[config.mk]
export PLATFORM = sky130hd
export DESIGN_NAME = regfile_write_sequencer
export DESIGN_NICKNAME = d
export VERILOG_FILES = /design/src/rtl/regfile_pkg.sv /design/src/rtl/regfile_write_sequencer_wb_fifo.sv /design/src/rtl/regfile_write_sequencer.sv
export SDC_FILE = /design/constraint.sdc
export NUM_CORES = 1
export LEC_CHECK = 0
export ABC_CLOCK_PERIOD_IN_PS = 3700
export BUFFER_PORTS_ARGS = -buffer_cell sky130_fd_sc_hd__buf_4
export CORE_ASPECT_RATIO = 1.5
export CORE_MARGIN = 4
export CORE_UTILIZATION = 58
export CTS_BUF_LIST = sky130_fd_sc_hd__clkbuf_8
export DETAILED_ROUTE_END_ITERATION = 8
export GPL_TIMING_DRIVEN = 0
export HOLD_SLACK_MARGIN = 0.06
export PLACE_DENSITY = 0.81
export SLEW_MARGIN = 10
export SYNTH_ARGS = -nofsm -noshare
export SYNTH_HDL_FRONTEND = slang
export SYNTH_SLANG_ARGS = --single-unit
export TNS_END_PERCENT = 10
[constraint.sdc]
create_clock -name clk -period 3.7 [get_ports clk]
set_input_delay 0.37 -clock clk [delete_from_list [all_inputs] [get_ports clk]]
set_output_delay 0.37 -clock clk [all_outputs]
set_load 0.1 [all_outputs]
[src/rtl/regfile_pkg.sv]
// regfile_pkg: shared widths, PC register index and writeback entry type
package regfile_pkg;
   localparam int AW = 4;
   localparam int DW = 32;
   localparam logic [3:0] PC_IDX = 4'hF;
   typedef struct packed {
      logic [AW-1:0] wa;
      logic [DW-1:0] wd;
   } wb_entry_t;
endpackage

[src/rtl/regfile_write_sequencer_wb_fifo.sv]
// wb_fifo: 2-in/1-out writeback queue exposing every entry for hazard compare
//   clk, reset_n    : clock, async active-low reset
//   clr             : synchronous discard of all entries
//   wr0_*, wr1_*    : two write slots, slot0 lands before slot1
//   rd_en           : pop head
//   head_wa/head_wd : current head entry
//   count           : valid entries
//   ent_wa/ent_vld  : raw storage addresses and per-entry valid bits
module wb_fifo #(
   parameter int DEPTH = 4,
   parameter int AW = 4,
   parameter int DW = 32,
   localparam int PW = $clog2(DEPTH)
) (
   input  logic                     clk,
   input  logic                     reset_n,
   input  logic                     clr,
   input  logic                     wr0_en,
   input  logic [AW-1:0]            wr0_wa,
   input  logic [DW-1:0]            wr0_wd,
   input  logic                     wr1_en,
   input  logic [AW-1:0]            wr1_wa,
   input  logic [DW-1:0]            wr1_wd,
   input  logic                     rd_en,
   output logic [AW-1:0]            head_wa,
   output logic [DW-1:0]            head_wd,
   output logic [PW:0]              count,
   output logic [DEPTH-1:0][AW-1:0] ent_wa,
   output logic [DEPTH-1:0]         ent_vld
);
   logic [PW-1:0] head, tail, tail1;
   logic [DEPTH-1:0][AW-1:0] wa_q;
   logic [DEPTH-1:0][DW-1:0] wd_q;
   logic [1:0] n_wr;
   // slot1 packs directly behind slot0, or takes the tail itself when slot0 was filtered out
   assign tail1 = tail + PW'(wr0_en);
   assign n_wr = {1'b0, wr0_en} + {1'b0, wr1_en};
   always_ff @(posedge clk or negedge reset_n)
      if (!reset_n) begin
         head <= '0;
         tail <= '0;
         count <= '0;
      end else if (clr) begin
         head <= '0;
         tail <= '0;
         count <= '0;
      end else begin
         head <= head + PW'(rd_en);
         tail <= tail + PW'(n_wr);
         count <= count + (PW+1)'(n_wr) - (PW+1)'(rd_en);
      end
   always_ff @(posedge clk) begin
      if (wr0_en) begin
         wa_q[tail] <= wr0_wa;
         wd_q[tail] <= wr0_wd;
      end
      if (wr1_en) begin
         wa_q[tail1] <= wr1_wa;
         wd_q[tail1] <= wr1_wd;
      end
   end
   // an entry is live when its distance from head is below count
   always_comb begin
      ent_vld = '0;
      for (int i = 0; i < DEPTH; i++)
         ent_vld[i] = {1'b0, PW'(i) - head} < count;
   end
   assign head_wa = wa_q[head];
   assign head_wd = wd_q[head];
   assign ent_wa = wa_q;
endmodule

[src/rtl/regfile_write_sequencer.sv]
// regfile_write_sequencer: serialises single/dual writeback results onto one register-file write port
//   clk, reset_n             : clock, async active-low reset
//   in_valid/in_ready        : request handshake; in_ready needs two free entries
//   in_dual, in_wa0/1, in_wd0/1 : one or two writes, slot0 issued first; PC-targeted slots dropped
//   flush                    : discard queued entries, in-flight write still completes
//   WA, WD, RegWrite         : register-file write port
//   chk_ra1..3, hazard1..3   : pending-write hazard on read addresses
//   busy, count              : activity and queue occupancy
module regfile_write_sequencer #(
   parameter int DEPTH = 4,
   parameter int AW = regfile_pkg::AW,
   parameter int DW = regfile_pkg::DW,
   localparam int CW = $clog2(DEPTH) + 1
) (
   input  logic          clk,
   input  logic          reset_n,
   input  logic          in_valid,
   output logic          in_ready,
   input  logic          in_dual,
   input  logic [AW-1:0] in_wa0,
   input  logic [DW-1:0] in_wd0,
   input  logic [AW-1:0] in_wa1,
   input  logic [DW-1:0] in_wd1,
   input  logic          flush,
   output logic [AW-1:0] WA,
   output logic [DW-1:0] WD,
   output logic          RegWrite,
   input  logic [AW-1:0] chk_ra1,
   input  logic [AW-1:0] chk_ra2,
   input  logic [AW-1:0] chk_ra3,
   output logic          hazard1,
   output logic          hazard2,
   output logic          hazard3,
   output logic          busy,
   output logic [CW-1:0] count
);
   import regfile_pkg::*;
   localparam logic [AW-1:0] PC = AW'(PC_IDX);
   logic acc, wr0_en, wr1_en, rd_en;
   logic [AW-1:0] head_wa;
   logic [DW-1:0] head_wd;
   logic [DEPTH-1:0][AW-1:0] ent_wa;
   logic [DEPTH-1:0] ent_vld;
   logic [2:0][AW-1:0] ra;
   logic [2:0] haz;
   // readiness depends only on occupancy so in_dual never feeds in_ready
   assign in_ready = count <= CW'(DEPTH - 2);
   assign acc = in_valid && in_ready && !flush;
   assign wr0_en = acc && in_wa0 != PC;
   assign wr1_en = acc && in_dual && in_wa1 != PC;
   assign rd_en = count != '0 && !flush;
   wb_fifo #(.DEPTH(DEPTH), .AW(AW), .DW(DW)) u_fifo (
      .clk     (clk),
      .reset_n (reset_n),
      .clr     (flush),
      .wr0_en  (wr0_en),
      .wr0_wa  (in_wa0),
      .wr0_wd  (in_wd0),
      .wr1_en  (wr1_en),
      .wr1_wa  (in_wa1),
      .wr1_wd  (in_wd1),
      .rd_en   (rd_en),
      .head_wa (head_wa),
      .head_wd (head_wd),
      .count   (count),
      .ent_wa  (ent_wa),
      .ent_vld (ent_vld)
   );
   // WA/WD hold their last value while idle; only the strobe drops
   always_ff @(posedge clk or negedge reset_n)
      if (!reset_n) begin
         WA <= '0;
         WD <= '0;
         RegWrite <= 1'b0;
      end else begin
         RegWrite <= rd_en;
         if (rd_en) begin
            WA <= head_wa;
            WD <= head_wd;
         end
      end
   assign ra = {chk_ra3, chk_ra2, chk_ra1};
   always_comb begin
      haz = '0;
      for (int j = 0; j < 3; j++) begin
         haz[j] = RegWrite && WA == ra[j];
         for (int i = 0; i < DEPTH; i++)
            haz[j] = haz[j] || (ent_vld[i] && ent_wa[i] == ra[j]);
         haz[j] = haz[j] && ra[j] != PC;
      end
   end
   assign hazard1 = haz[0];
   assign hazard2 = haz[1];
   assign hazard3 = haz[2];
   assign busy = count != '0 || RegWrite;
endmodule

==> summary.md, run 1 <==
| Metric | Value |
|---|---|
| Status | `finished, final reports clean` |
| CTS max path bufs | `2` |
| Cts bufs inserted | `17` |
| Largest cells by area after synthesis | `dfxtp_1, dfrtp_1, nand2_1` |
| Final setup violating endpoints | `0` |
| Starting Density | `0.594` |
| Max-slew headroom | `0.315` |
| Worst hold path class | `in -> reg` |
| Clk slew on worst S/H paths | `0.09 ns` |
| Core ar. | `15700 um2` |
| Max Freq | `0.298 GHz` |
| Detailed Route Iter0 Violations | `832` |
| Post-DR wirelength/cell | `19.5 um` |
| RSZ-0062 raised after global routing | `false` |
| Met3 wire len | `2420 um` |
| PD cells | `935 nW/um2` |
| CTS tree | `yes` |
| Final design utilization | `0.691` |
| Die height | `163 um` |
| Fin cells | `1438` |
| Worst r2r dst | `u_fifo.count[2]$_DFF_PN0_` |
| Hold Path Stages | `2` |
| Synth Flop Type | `dfxtp_1` |
| CP Class | `reg -> out` |
| Initial antenna violation count | `0` |
| # DRC | `0` |
| Clock Latency Late Sink | `0.47 ns` |
| Hold path start | `flush` |
| Top-area cell type share of the netlist area | `0.309` |
| Layout cells sized above 1 | `0.195` |
| CTS Root Cell | `clkbuf_8` |
| Maximum VDD drop | `0.821 mV` |
| Congestion Overflow GR | `0` |
| Synth Net Count | `1183` |
| Synth Register Bits | `188` |
| Sequential area share after synthesis | `0.428` |
| HPWL Detailed | `19600 um` |
| Final net count | `1323` |
| Final WS setup | `0.345 ns` |
| Ys Warns | `0` |
| Routed length on met2 | `14300 um` |
| Main combinational cell family by area after synthesis | `simple AND/OR/NAND/NOR gates` |
| GPL Wtd Cong | `0.866` |
| Mean Syn Cell Area | `8.61 um2` |
| Number of max-cap violations | `0` |
| I/O pins | `134` |
| Vias in the first global route | `8690` |
| Worst Setup Start Kind | `register` |
| H-tree levels | `4` |
| XOR/XNOR share of the synthesized area | `0.0630` |
| Final Hold Viols | `0` |
| Max FO, Critical Path | `10` |
| Adder-cell share of the synthesized area | `0.0169` |
| Area Overhead vs Synth | `16.5%` |
| Worst reg-to-reg path cell count | `11` |
| WP data required | `3.33 ns` |
| Leading area contributor after synthesis | `dfxtp_1` |
| Final worst-path cycle share | `0.907` |
| Rows | `56` |
| Total GRT Usage | `0.305` |
| Post-synth EDFFs | `0` |
| DP Cell Count | `1405` |
| Synth Area in Compound Gates | `0.107` |
| First-pass iteration count of the detailed router | `6` |
| Uppermost layer routed | `met4` |
| Post-route ant nets | `0` |
| Setup TNS | `0 ns` |
| Hold slack final | `0.0963 ns` |
| Worst slew pin tran | `1.03 ns` |
| Hold Path End | `u_fifo.count[1]$_DFF_PN0_` |
| Worst Clk Skew | `0.0178 ns` |
| Async set or reset register ratio after synthesis | `0.234` |
| Number of unique standard cell types used by synthesis | `34` |
| Cts repair resizes | `0` |
| Setup WS pre-CTS | `0.430 ns` |
| Crit path DAT | `2.98 ns` |
| First-pass GRT wire length | `44200 um` |
| # fillers | `1270` |
| CP endpoint kind | `output pin` |
| Register-to-register setup slack | `0.40 ns` |
| PortBufs | `120` |
| Reg-to-reg startpoint | `u_fifo.count[0]$_DFF_PN0_` |
| Die area | `18200 um2` |
| Min cycle time layout | `3.35 ns` |
| Mux share of post-synthesis cell area | `0.131` |
| Die Wd | `111 um` |
| Metal-1 WL | `9810 um` |
| Cell area after synthesis | `9320 um2` |
| Leakage power | `4.47 nW` |
| Max-slew violations | `0` |
| Largest net degree at the start of global routing | `45` |
| Total Wirelength | `28000 um` |
| Clk sinks | `188` |
| Routed vias | `8778` |
| Simple-gate portion of the synthesized area | `0.211` |
| Cells after synthesis | `1082` |
| N_diodes | `0` |
| Via density | `6.10` |
metal layers:
layer,GRT usage,vias up
met5,0,-
met4,0.184,0
met3,0.0567,124
met2,0.536,532
met1,0.344,4140
li1,-,3982
flip-flops by register name (all words and copies together) (netlist names):
| signal | flops |
|---|---|
| u_fifo.count | 3 |
| WA | 4 |
| u_fifo.wd_q | 128 |
| RegWrite | 1 |
| u_fifo.tail | 2 |
| u_fifo.head | 2 |
| WD | 32 |
| u_fifo.ent_wa | 16 |
cell families (layout without fill, tap and decap cells):
group                      count (synthesis)  count (layout)
AOI/OAI and AO/OA                        158             158
xor gates and xnor gates                  67              67
adders and majority gates                 12              12
buffers and inverters                     91             244
DFF                                      188             188
muxes                                     72              72
and+or+nand+nor                          494             494
power by group:
part | switching, mW | internal (mW)
Combinational | 3.30 | 1.90
Sequential | 0.678 | 2.97
Clock | 0.713 | 0.592
Total | 4.69 | 5.46
Yosys cell counts, types with 11 or more instances:
| cell | instances |
|---|---|
| nand4_1 | 18 |
| mux2_2 | 36 |
| xnor2_1 | 57 |
| dfxtp_1 | 144 |
| dfrtp_1 | 44 |
| nand2_1 | 293 |
| ha_1 | 11 |
| clkbuf_1 | 61 |
| mux4_2 | 36 |
| buf_2 | 12 |
| a31oi_1 | 144 |
| nor2_1 | 161 |
area by class of cell:
type | instances | area (um2) | share of cell area
Timing Repair Buffer | 121 | 911 | 0.0839
Buffer | 83 | 383 | 0.0353
Multi-Input combinational cell | 803 | 4920 | 0.453
Inverter | 8 | 30.0 | 0.00277
Clock inverter | 11 | 81.3 | 0.00749
Tap cell | 203 | 254 | 0.0234
Clock buffer | 21 | 289 | 0.0266
Sequential cell | 188 | 3980 | 0.367
worst max-delay path, cell delays in order, from the launching register on:
cell and delay, ns:
dfrtp_1 0.41, clkbuf_1 0.56, xnor2_1 0.22, inv_1 0.07, ha_1 0.27, a21oi_1 0.05, nor2_1 0.27, o22ai_1 0.15
o31a_1 0.27, buf_4 0.24
layout by cell type (no fill, tap or decap), types with 2 or more instances in the layout:
cell type,count
buf_1,2
clkbuf_1,61
nor2b_1,3
dfxtp_1,144
and4_1,2
nand4_1,18
dfrtp_1,44
nand2_1,293
xnor2_1,57
xor2_1,10
o31a_1,3
ha_1,11
nor3_1,4
buf_4,121
mux2_2,36
o22ai_1,3
nor2_1,161
buf_2,12
clkinv_2,3
o21ai_0,3
nand2b_1,2
mux4_2,36
buf_6,7
clkbuf_8,21
a21oi_1,4
a31oi_1,144
nand3_1,4
nand3b_1,2
clkinv_4,2
inv_1,13
metrics by stage:
stage	cell area [um2]	total power, mW
2_1_floorplan	9320	7.59
3_3_place_gp	10500	8.69
3_5_place_dp	10500	8.86
4_1_cts	10900	10.1
5_1_grt	10900	10.6
6_report	10900	10.2
worst max-delay path by stage:
stage | cells after the start | to | slack (ns) | start
6_report | 9 | hazard3 | 0.35 | u_fifo.head[1]$_DFF_PN0_
5_1_grt | 9 | hazard3 | 0.20 | u_fifo.head[1]$_DFF_PN0_
4_1_cts | 9 | hazard3 | 0.34 | u_fifo.head[1]$_DFF_PN0_
3_5_place_dp | 11 | u_fifo.count[2]$_DFF_PN0_ | 0.43 | u_fifo.count[0]$_DFF_PN0_
3_3_place_gp | 11 | u_fifo.count[2]$_DFF_PN0_ | 0.45 | u_fifo.count[0]$_DFF_PN0_
2_1_floorplan | 11 | u_fifo.count[2]$_DFF_PN0_ | 0.36 | u_fifo.count[2]$_DFF_PN0_
what timing repair did:
item                                   CTS  global route
setup buffers                            0             0
hold buffers                             1             0
endpoints found under the hold margin   44             0
Power figures use the tool's default switching activity.
==> inputs of run 2 (changes only) <==
--- a/config.mk
+++ b/config.mk
@@ -5,6 +5,7 @@
 export SDC_FILE = /design/constraint.sdc
 export NUM_CORES = 1
 export LEC_CHECK = 0
+export ABC_AREA = 1
 export ABC_CLOCK_PERIOD_IN_PS = 3700
 export BUFFER_PORTS_ARGS = -buffer_cell sky130_fd_sc_hd__buf_4
 export CORE_ASPECT_RATIO = 1.5
@@ -14,7 +15,7 @@
 export DETAILED_ROUTE_END_ITERATION = 8
 export GPL_TIMING_DRIVEN = 0
 export HOLD_SLACK_MARGIN = 0.06
-export PLACE_DENSITY = 0.81
+export PLACE_DENSITY = 0.79
 export SLEW_MARGIN = 10
 export SYNTH_ARGS = -nofsm -noshare
 export SYNTH_HDL_FRONTEND = slang
==> run 2 against run 1 <==
Compared with the run above:
- final area increased by 32%
- global-route usage increased by 6.3 points
- die area increased by 34%
- clock skew decreased by 0.0056 ns
- count of clock-buffer cells in the layout decreased by 4
- first-iteration DRC count increased by 110%
- critical endpoint is now hazard1
- sequential share of layout area decreased by 9.0 points
- wire length increased by 63%
- register-to-register slack got worse by 0.08 ns
- area after synthesis increased by 36%
==> summary.md, run 2 <==
| Metric | Value |
|---|---|
| Pint | `5.50 mW (+0.70%)` |
| Synth Net Count | `2221 (+88%)` |
| Area Overhead vs Synth | `13.4%` |
| I/O pins | `134 (unchanged)` |
| CTS Root Cell | `clkbuf_8` |
| Worst Clk Skew | `0.0123 ns (-0.00556 ns)` |
| Leakage power | `8.04 nW (+80%)` |
| Number of max-cap violations | `0 (unchanged)` |
| Adder-cell share of the synthesized area | `0.0124 (-0.00448)` |
| Detailed Route Iter0 Violations | `1717 (+110%)` |
| Met2 Use GR | `0.604 (+0.0679)` |
| Worst slew pin tran | `0.829 ns (-0.198 ns)` |
| Die area | `24300 um2 (+34%)` |
| Cell area after synthesis | `12700 um2 (+36%)` |
| Starting Density | `0.586 (-0.00791)` |
| Status | `finished, final reports clean` |
| Final Hold Viols | `0 (unchanged)` |
| Met1 usage | `0.430 (+0.0862)` |
| WP data required | `3.33 ns (about the same)` |
| Setup TNS | `0 ns (unchanged)` |
| Most flops, register | `u_fifo.wd_q` |
| CP endpoint kind | `output pin` |
| Routing usage on met3 | `0.0652 (+0.00849)` |
| Min cycle time layout | `3.46 ns (+0.106 ns)` |
| Final setup violating endpoints | `0 (unchanged)` |
| Post-DR wirelength/cell | `17.9 um (-8.3%)` |
| Main combinational cell family by area after synthesis | `simple AND/OR/NAND/NOR gates` |
| Leading area contributor after synthesis | `nand2_1` |
| GPL Wtd Cong | `0.963 (+11%)` |
| Largest cells by area after synthesis | `nand2_1, dfxtp_1, nand3_1` |
| Simple-gate portion of the synthesized area | `0.429 (+0.218)` |
| Mean Syn Cell Area | `5.98 um2 (-31%)` |
| First-pass GRT wire length | `70800 um (+60%)` |
| Commonest non-fill, non-tap cell in the layout | `nand2_1` |
| PD cells | `804 nW/um2 (-14%)` |
| Sw Ratio | `0.524 (+0.0618)` |
| Via density | `5.76 (-5.6%)` |
| Worst reg-to-reg path cell count | `17 (+6)` |
| N_diodes | `0 (unchanged)` |
| Crit path DAT | `3.09 ns (+0.11 ns)` |
| Sequential area share after synthesis | `0.314 (-0.113)` |
| Synth Flop Type | `dfxtp_1` |
| Top-area cell type share of the netlist area | `0.265 (-0.0443)` |
| # fillers | `2125 (+67%)` |
| Most frequent cells in the layout | `nand2_1, nand3_1, inv_1, o21ai_0, dfxtp_1` |
| Die height | `189 um (+16%)` |
| Core ar. | `21600 um2 (+38%)` |
| Clk slew on worst S/H paths | `0.11 ns (+0.02 ns)` |
| Cts bufs inserted | `17 (unchanged)` |
| Die Wd | `129 um (+15%)` |
| CP Class | `reg -> out` |
| CTS max path bufs | `2 (unchanged)` |
| Post-route ant nets | `0 (unchanged)` |
| Post-synth EDFFs | `0 (unchanged)` |
| Initial antenna violation count | `0 (unchanged)` |
| Max-slew headroom | `0.445 (+0.130)` |
| Worst Setup SP | `u_fifo.head[1]$_DFF_PN0_` |
| CTS tree | `yes` |
| Final worst-path cycle share | `0.935 (+0.0287)` |
| Number of unique standard cell types used by synthesis | `32 (-5.9%)` |
| Worst hold path class | `in -> reg` |
| Worst r2r dst | `u_fifo.wd_q[123]$_DFF_P_` |
| Gate power share | `0.574 (+0.062)` |
| Synth Area in Compound Gates | `0.0680 (-0.0390)` |
| Worst Setup Start Kind | `register` |
| Synth Register Bits | `188 (unchanged)` |
| Net switching power | `6.05 mW (+29%)` |
| Congestion Overflow GR | `0 (unchanged)` |
| Layout cells sized above 1 | `0.113 (-0.0825)` |
| Maximum VDD drop | `0.631 mV (-23%)` |
| XOR/XNOR share of the synthesized area | `0.0145 (-0.0485)` |
| Most used cell, CP | `nor2_1` |
| Clock Power Share | `0.120 (-0.009)` |
| Vias in the first global route | `13760 (+58%)` |
| Hold Path Stages | `5 (+3)` |
| Hold Path End | `u_fifo.wd_q[62]$_DFF_P_` |
| Register-to-register setup slack | `0.32 ns (-0.08 ns)` |
| HPWL Detailed | `32000 um (+63%)` |
| Clock Latency Late Sink | `0.51 ns (+0.04 ns)` |
| Gr busiest metal | `met2` |
| Ys Warns | `0 (unchanged)` |
| H-tree levels | `4 (unchanged)` |
| Total GRT Usage | `0.368 (+0.0628)` |
| Hold path start | `in_wd1[30]` |
| Async set or reset register ratio after synthesis | `0.234 (unchanged)` |
| Commonest cells in the synthesized netlist | `nand2_1, nand3_1, inv_1, o21ai_0, dfxtp_1` |
| First-pass iteration count of the detailed router | `6 (unchanged)` |
| Clk sinks | `188 (unchanged)` |
| Max FO, Critical Path | `10 (unchanged)` |
| Slowest cell on crit path | `dfrtp_1` |
| Largest net degree at the start of global routing | `45 (unchanged)` |
| Cells after synthesis | `2120 (+96%)` |
| Reg area | `3980 um2 (unchanged)` |
| # DRC | `0 (unchanged)` |
| Cell Chain, Critical Path | `clkbuf_1 > nor2_4 > clkbuf_4 > nor2_1 > inv_1 > ha_1 > inv_1 > nor2_1 > a22oi_1 > nand3_1 > nand2_1 > nor2_1 > nor2_1 > buf_4` |
| Max-slew violations | `0 (unchanged)` |
| Final net count | `2369 (+79%)` |
| Most common cell in the netlist | `nand2_1` |
| Total Wirelength | `45600 um (+63%)` |
| PortBufs | `126 (+5.0%)` |
| Reg power frac | `0.306 (-0.054)` |
| Routed vias | `14708 (+68%)` |
| Mux share of post-synthesis cell area | `0.0284 (-0.102)` |
| Max FFs per register | `128 (unchanged)` |
| Rows | `66 (+18%)` |
| Max Freq | `0.289 GHz (-3.1%)` |
| Hold slack final | `0.168 ns (+0.0721 ns)` |
| Multi-input logic area | `7010 um2 (+42%)` |
| RSZ-0062 raised after global routing | `false` |
| Slowest cell delay on critical path | `0.39 ns (-0.17 ns)` |
| Reg-to-reg startpoint | `u_fifo.count[2]$_DFF_PN0_` |
==> run 2: changes by cell type after synthesis, sizes merged, moves of 8 or more <==
cell / previous run / this run
nand2: 293 / 897
nand3: 4 / 304
inv: 8 / 272
o21ai: 3 / 151
a31oi: 144 / 0
nor2: 161 / 50
xnor2: 57 / 3
mux4: 36 / 0
buf: 22 / 56
clkbuf: 61 / 78
nand4: 18 / 33
xor2: 10 / 18
==> run 2: power by group through the flow <==
stage | registers (mW) | logic, mW | clock network, mW
floorplan | 4.87 | 3.54 | 0
global placement | 3.52 | 6.36 | 0
detailed placement | 3.55 | 6.50 | 0
CTS | 3.51 | 6.52 | 1.38
global route | 3.63 | 7.23 | 1.46
finish | 3.53 | 6.63 | 1.39
==> run 2: layer usage <==
metal,routed length [um],part of all wire
met1,16500,0.36
met2,21700,0.48
met3,4330,0.095
met4,3100,0.068
met5,0,0
==> run 2: area by class of cell <==
cell class / count / area share
Inverter: 272 / 0.0712
Sequential cell: 188 / 0.277
Timing Repair Buffer: 130 / 0.0681
Clock inverter: 15 / 0.00923
Buffer: 133 / 0.0464
Multi-Input combinational cell: 1526 / 0.488
Tap cell: 272 / 0.0237
Clock buffer: 17 / 0.0163
==> run 2: worst max path at each step <==
| stage | cells after the start | slack, ns | to |
|---|---|---|---|
| 3_3_place_gp | 14 | 0.02 | hazard1 |
| 4_1_cts | 14 | 0.11 | hazard1 |
| 6_report | 14 | 0.24 | hazard1 |
| 5_1_grt | 14 | 0.01 | hazard2 |
| 2_1_floorplan | 17 | 0.009 | u_fifo.wd_q[100]$_DFF_P_ |
| 3_5_place_dp | 14 | 0.008 | hazard1 |
==> run 2: repair_timing <==
item,4_1_cts,5_1_grt
buffers inserted,0,3
endpoints found under the setup margin,3,3
gates resized for setup,3,5
hold buffers,1,0
endpoints found under the hold margin,44,0
pin swaps,0,1
==> run 2: critical path: cells and delay by family (launching register included) <==
family                     cells  cell delay (ns)
DFF                            1             0.39
and+or+nand+nor                7             0.75
buffers and inverters          5             0.93
AOI/OAI and AO/OA              1             0.29
adders and majority gates      1             0.21
==> run 2: metrics by stage <==
stage	setup WS, ns	power, mW	std cells	area (um2)	util
2_1_floorplan	0.00880	8.40	2120	12700	-
3_3_place_gp	0.0187	9.87	2518	14000	0.645
3_5_place_dp	0.00829	10.0	2518	14000	0.645
4_1_cts	0.113	11.4	2550	14300	0.663
5_1_grt	0.0146	12.3	2553	14400	0.664
6_report	0.239	11.5	2553	14400	0.664
==> run 2: cell families after synthesis <==
| logic type | after synthesis |
|---|---|
| compound gates | 166 |
| xor+xnor | 21 |
| fa+ha+maj | 12 |
| buf+inv | 406 |
| flops | 188 |
| mux | 32 |
| simple gates | 1295 |
==> inputs of run 3 (changes only) <==
--- a/config.mk
+++ b/config.mk
@@ -19,5 +19,6 @@
 export SLEW_MARGIN = 10
 export SYNTH_ARGS = -nofsm -noshare
 export SYNTH_HDL_FRONTEND = slang
+export SYNTH_HIERARCHICAL = 1
 export SYNTH_SLANG_ARGS = --single-unit
 export TNS_END_PERCENT = 10
==> run 3 against run 2 <==
Compared with the run above:
- first-iteration DRC count decreased by 32%
- combinational power decreased by 4.4%
- global-route usage decreased by 3.3 points
- sequential share of layout area increased by 2.7 points
- die area decreased by 9.6%
- critical endpoint unchanged
==> summary.md, run 3 <==
| Metric | Value |
|---|---|
| Commonest cells in the synthesized netlist | `nand2_1, inv_1, nand3_1, dfxtp_1, nor2_1` |
| CTS tree | `yes` |
| First-pass GRT wire length | `58000 um (-18%)` |
| Top-area cell type share of the netlist area | `0.253 (-0.0119)` |
| Detailed Route Iter0 Violations | `1176 (-32%)` |
| Leading area contributor after synthesis | `dfxtp_1` |
| Vias in the first global route | `11163 (-19%)` |
| Slowest cell on crit path | `dfrtp_1` |
| Cell area after synthesis | `11400 um2 (-10%)` |
| CTS Root Cell | `clkbuf_8` |
| Setup TNS | `0 ns (unchanged)` |
| Met3 wire len | `3440 um (-21%)` |
| Most used cell, CP | `nor2_1` |
| PortBufs | `129 (+2.4%)` |
| Final net count | `2012 (-15%)` |
| Most flops, register | `u_fifo/wd_q` |
| Via density | `5.54 (-3.8%)` |
| Min cycle time layout | `3.44 ns (-0.0221 ns)` |
| Metal-1 WL | `13500 um (-18%)` |
| Max FO, Critical Path | `10 (unchanged)` |
| Clk slew on worst S/H paths | `0.10 ns (about the same)` |
| Uppermost layer routed | `met4` |
| PD cells | `867 nW/um2 (+7.9%)` |
| Worst Clk Skew | `0.0160 ns (+0.00375 ns)` |
| Largest net degree at the start of global routing | `45 (unchanged)` |
| Largest cells by area after synthesis | `dfxtp_1, nand2_1, dfrtp_1` |
| Reg area | `3980 um2 (unchanged)` |
| Status | `finished, final reports clean` |
| Starting Density | `0.592 (+0.00600)` |
| CP endpoint kind | `output pin` |
| Cell Chain, Critical Path | `buf_4 > inv_1 > nor2_4 > clkbuf_4 > nor2_1 > inv_1 > ha_1 > a21oi_1 > or2_2 > o21ai_0 > nor2_1 > nand3_1 > nand2_1 > nor2_1 > nor2_1 > buf_4` |
| N_diodes | `0 (unchanged)` |
| Maximum VDD drop | `0.615 mV (-2.5%)` |
| RSZ-0062 raised after global routing | `false` |
| Most common cell in the netlist | `nand2_1` |
| Layout cells sized above 1 | `0.178 (+0.0651)` |
| Area Overhead vs Synth | `15.1%` |
| # DRC | `0 (unchanged)` |
| Most frequent cells in the layout | `nand2_1, inv_1, nand3_1, buf_4, dfxtp_1` |
| Worst Setup Start Kind | `register` |
| Synth Register Bits | `188 (unchanged)` |
| Initial antenna violation count | `0 (unchanged)` |
| Synth Flop Type | `dfxtp_1` |
| Post-route ant nets | `0 (unchanged)` |
| Cts bufs inserted | `17 (unchanged)` |
| Async set or reset register ratio after synthesis | `0.234 (unchanged)` |
| Die Wd | `122 um (-4.9%)` |
| HPWL Detailed | `26000 um (-19%)` |
| Post-DR wirelength/cell | `17.0 um (-4.8%)` |
| Rows | `62 (-6.1%)` |
| Ys Warns | `6 (+6)` |
| Mean Syn Cell Area | `6.47 um2 (+8.2%)` |
| Die area | `22000 um2 (-9.6%)` |
| First-pass iteration count of the detailed router | `7 (+1)` |
| Adder-cell share of the synthesized area | `0.0138 (+0.00141)` |
| Final setup violating endpoints | `0 (unchanged)` |
| Max-slew violations | `0 (unchanged)` |
| CP Class | `reg -> out` |
| Clk sinks | `188 (unchanged)` |
| GPL Wtd Cong | `0.948 (-1.5%)` |
| Congestion Overflow GR | `0 (unchanged)` |
| Setup WS pre-CTS | `0.570 ns (+0.562 ns)` |
| Number of max-cap violations | `0 (unchanged)` |
| Sequential area share after synthesis | `0.350 (+0.0356)` |
| Main combinational cell family by area after synthesis | `simple AND/OR/NAND/NOR gates` |
| Slowest cell delay on critical path | `0.40 ns (about the same)` |
| Core ar. | `19200 um2 (-11%)` |
| Synth Area in Compound Gates | `0.0420 (-0.0260)` |
| Routed vias | `12084 (-18%)` |
| Total Wirelength | `37100 um (-19%)` |
| Worst slew pin tran | `0.796 ns (-0.0332 ns)` |
| XOR/XNOR share of the synthesized area | `0.0123 (-0.00220)` |
| Cells after synthesis | `1760 (-17%)` |
| Simple-gate portion of the synthesized area | `0.451 (+0.0215)` |
| H-tree levels | `4 (unchanged)` |
| Max FFs per register | `128 (unchanged)` |
| Mux share of post-synthesis cell area | `0 (-0.0284)` |
| Worst hold path class | `in -> reg` |
| Number of unique standard cell types used by synthesis | `34 (+6.3%)` |
| Commonest non-fill, non-tap cell in the layout | `nand2_1` |
| I/O pins | `134 (unchanged)` |
| WP data required | `3.33 ns (about the same)` |
| Die height | `180 um (-5.0%)` |
| Total GRT Usage | `0.335 (-0.0328)` |
| Multi-input logic area | `5910 um2 (-16%)` |
| Routed length on met2 | `18200 um (-16%)` |
| Final worst-path cycle share | `0.929 (-0.00598)` |
| Crit path DAT | `3.07 ns (-0.02 ns)` |
| CTS max path bufs | `2 (unchanged)` |
| # fillers | `1821 (-14%)` |
| Clock Latency Late Sink | `0.50 ns (about the same)` |
| Final Hold Viols | `0 (unchanged)` |
| Post-synth EDFFs | `0 (unchanged)` |
| Leakage power | `7.64 nW (-4.9%)` |
| Max-slew headroom | `0.470 (+0.0242)` |
| Synth Net Count | `1861 (-16%)` |
| Final WS setup | `0.261 ns (+0.0221 ns)` |
| Max Freq | `0.291 GHz (+0.64%)` |
run 3: cell types whose count changed after synthesis, moves of 23 or more:
cell / change
o21ai_0: -126
nand3_1: -90
nand2_1: -151
a22oi_1: +23
inv_1: -44
mux2_2: -32
clkbuf_1: -75
nand3_2: +64
buf_2: +27
a21oi_1: +25
nor2_1: +34
run 3: cell type report:
| class | count | share of cell area |
|---|---|---|
| sequential | 188 | 0.304 |
| inverter | 232 | 0.0672 |
| multi-input combinational | 1250 | 0.451 |
| tap | 256 | 0.0244 |
| clock inverter | 14 | 0.0116 |
| timing repair buffer | 132 | 0.0758 |
| clock buffer | 18 | 0.0189 |
| buffer | 90 | 0.0471 |
run 3: layer usage:
layer | vias to the layer above | GRT usage
li1 | 5729 | -
met1 | 5533 | 0.403
met2 | 682 | 0.561
met3 | 140 | 0.0569
met4 | 0 | 0.186
met5 | - | 0
run 3: repair_timing:
action	4_1_cts	5_1_grt
hold buffers	1	0
buffers inserted	0	2
gates resized for setup	0	1
hold endpoints to repair	44	0
endpoints found under the setup margin	0	3
run 3: critical path: cells and delay by family, from the launching register on:
family | cells | cell delay (ns)
buffers and inverters | 5 | 0.86
AND/OR/NAND/NOR | 8 | 0.81
flip-flops | 1 | 0.40
adder cells (fa/ha/maj) | 1 | 0.27
AO/OA/AOI/OAI | 2 | 0.22
run 3: path summary, 6_finish.rpt:
| kind | startpoint | endpoint | slack, ns | cells past startpoint |
|---|---|---|---|---|
| worst max-delay path | u_fifo/head[0]$_DFF_PN0_ | hazard1 | 0.26 | 16 |
| worst min-delay path | flush | u_fifo/count[0]$_DFF_PN0_ | 0.08 | 2 |
| worst max register to register | u_fifo/count[0]$_DFF_PN0_ | u_fifo/count[2]$_DFF_PN0_ | 0.96 | 14 |
| worst min register to register | WD[24]$_DFFE_PN0P_ | WD[24]$_DFFE_PN0P_ | 0.48 | 2 |
| max in group asynchronous | reset_n | WD[31]$_DFFE_PN0P_ | 2.80 | 2 |
| min in group asynchronous | reset_n | WD[25]$_DFFE_PN0P_ | 0.44 | 2 |
run 3: per-stage QoR:
| stage | instance area (um2) | power, mW | hold slack, ns | utilization | instances |
|---|---|---|---|---|---|
| 4_1_cts | 13100 | 11.3 | 0.0829 | 0.680 | 2178 |
| 2_1_floorplan | 11400 | 8.35 | 0.0744 | - | 1760 |
| 3_3_place_gp | 12700 | 9.71 | 0.432 | 0.659 | 2145 |
| 6_report | 13100 | 11.4 | 0.0838 | 0.681 | 2180 |
| 3_5_place_dp | 12700 | 9.86 | 0.442 | 0.659 | 2145 |
| 5_1_grt | 13100 | 12.1 | 0.0801 | 0.681 | 2180 |
run 3: kinds of logic after synthesis:
logic type,Yosys count
AND/OR/NAND/NOR,1140
adder cells (fa/ha/maj),12
XOR/XNOR,16
buffers and inverters,322
AO/OA/AOI/OAI,82
flip-flops,188
run 3: power breakdown:
group          switching, mW  leakage, nW  internal, mW
Clock                  0.752        0.200         0.673
Combinational           4.40         5.69          1.93
Sequential             0.620         1.75          2.99
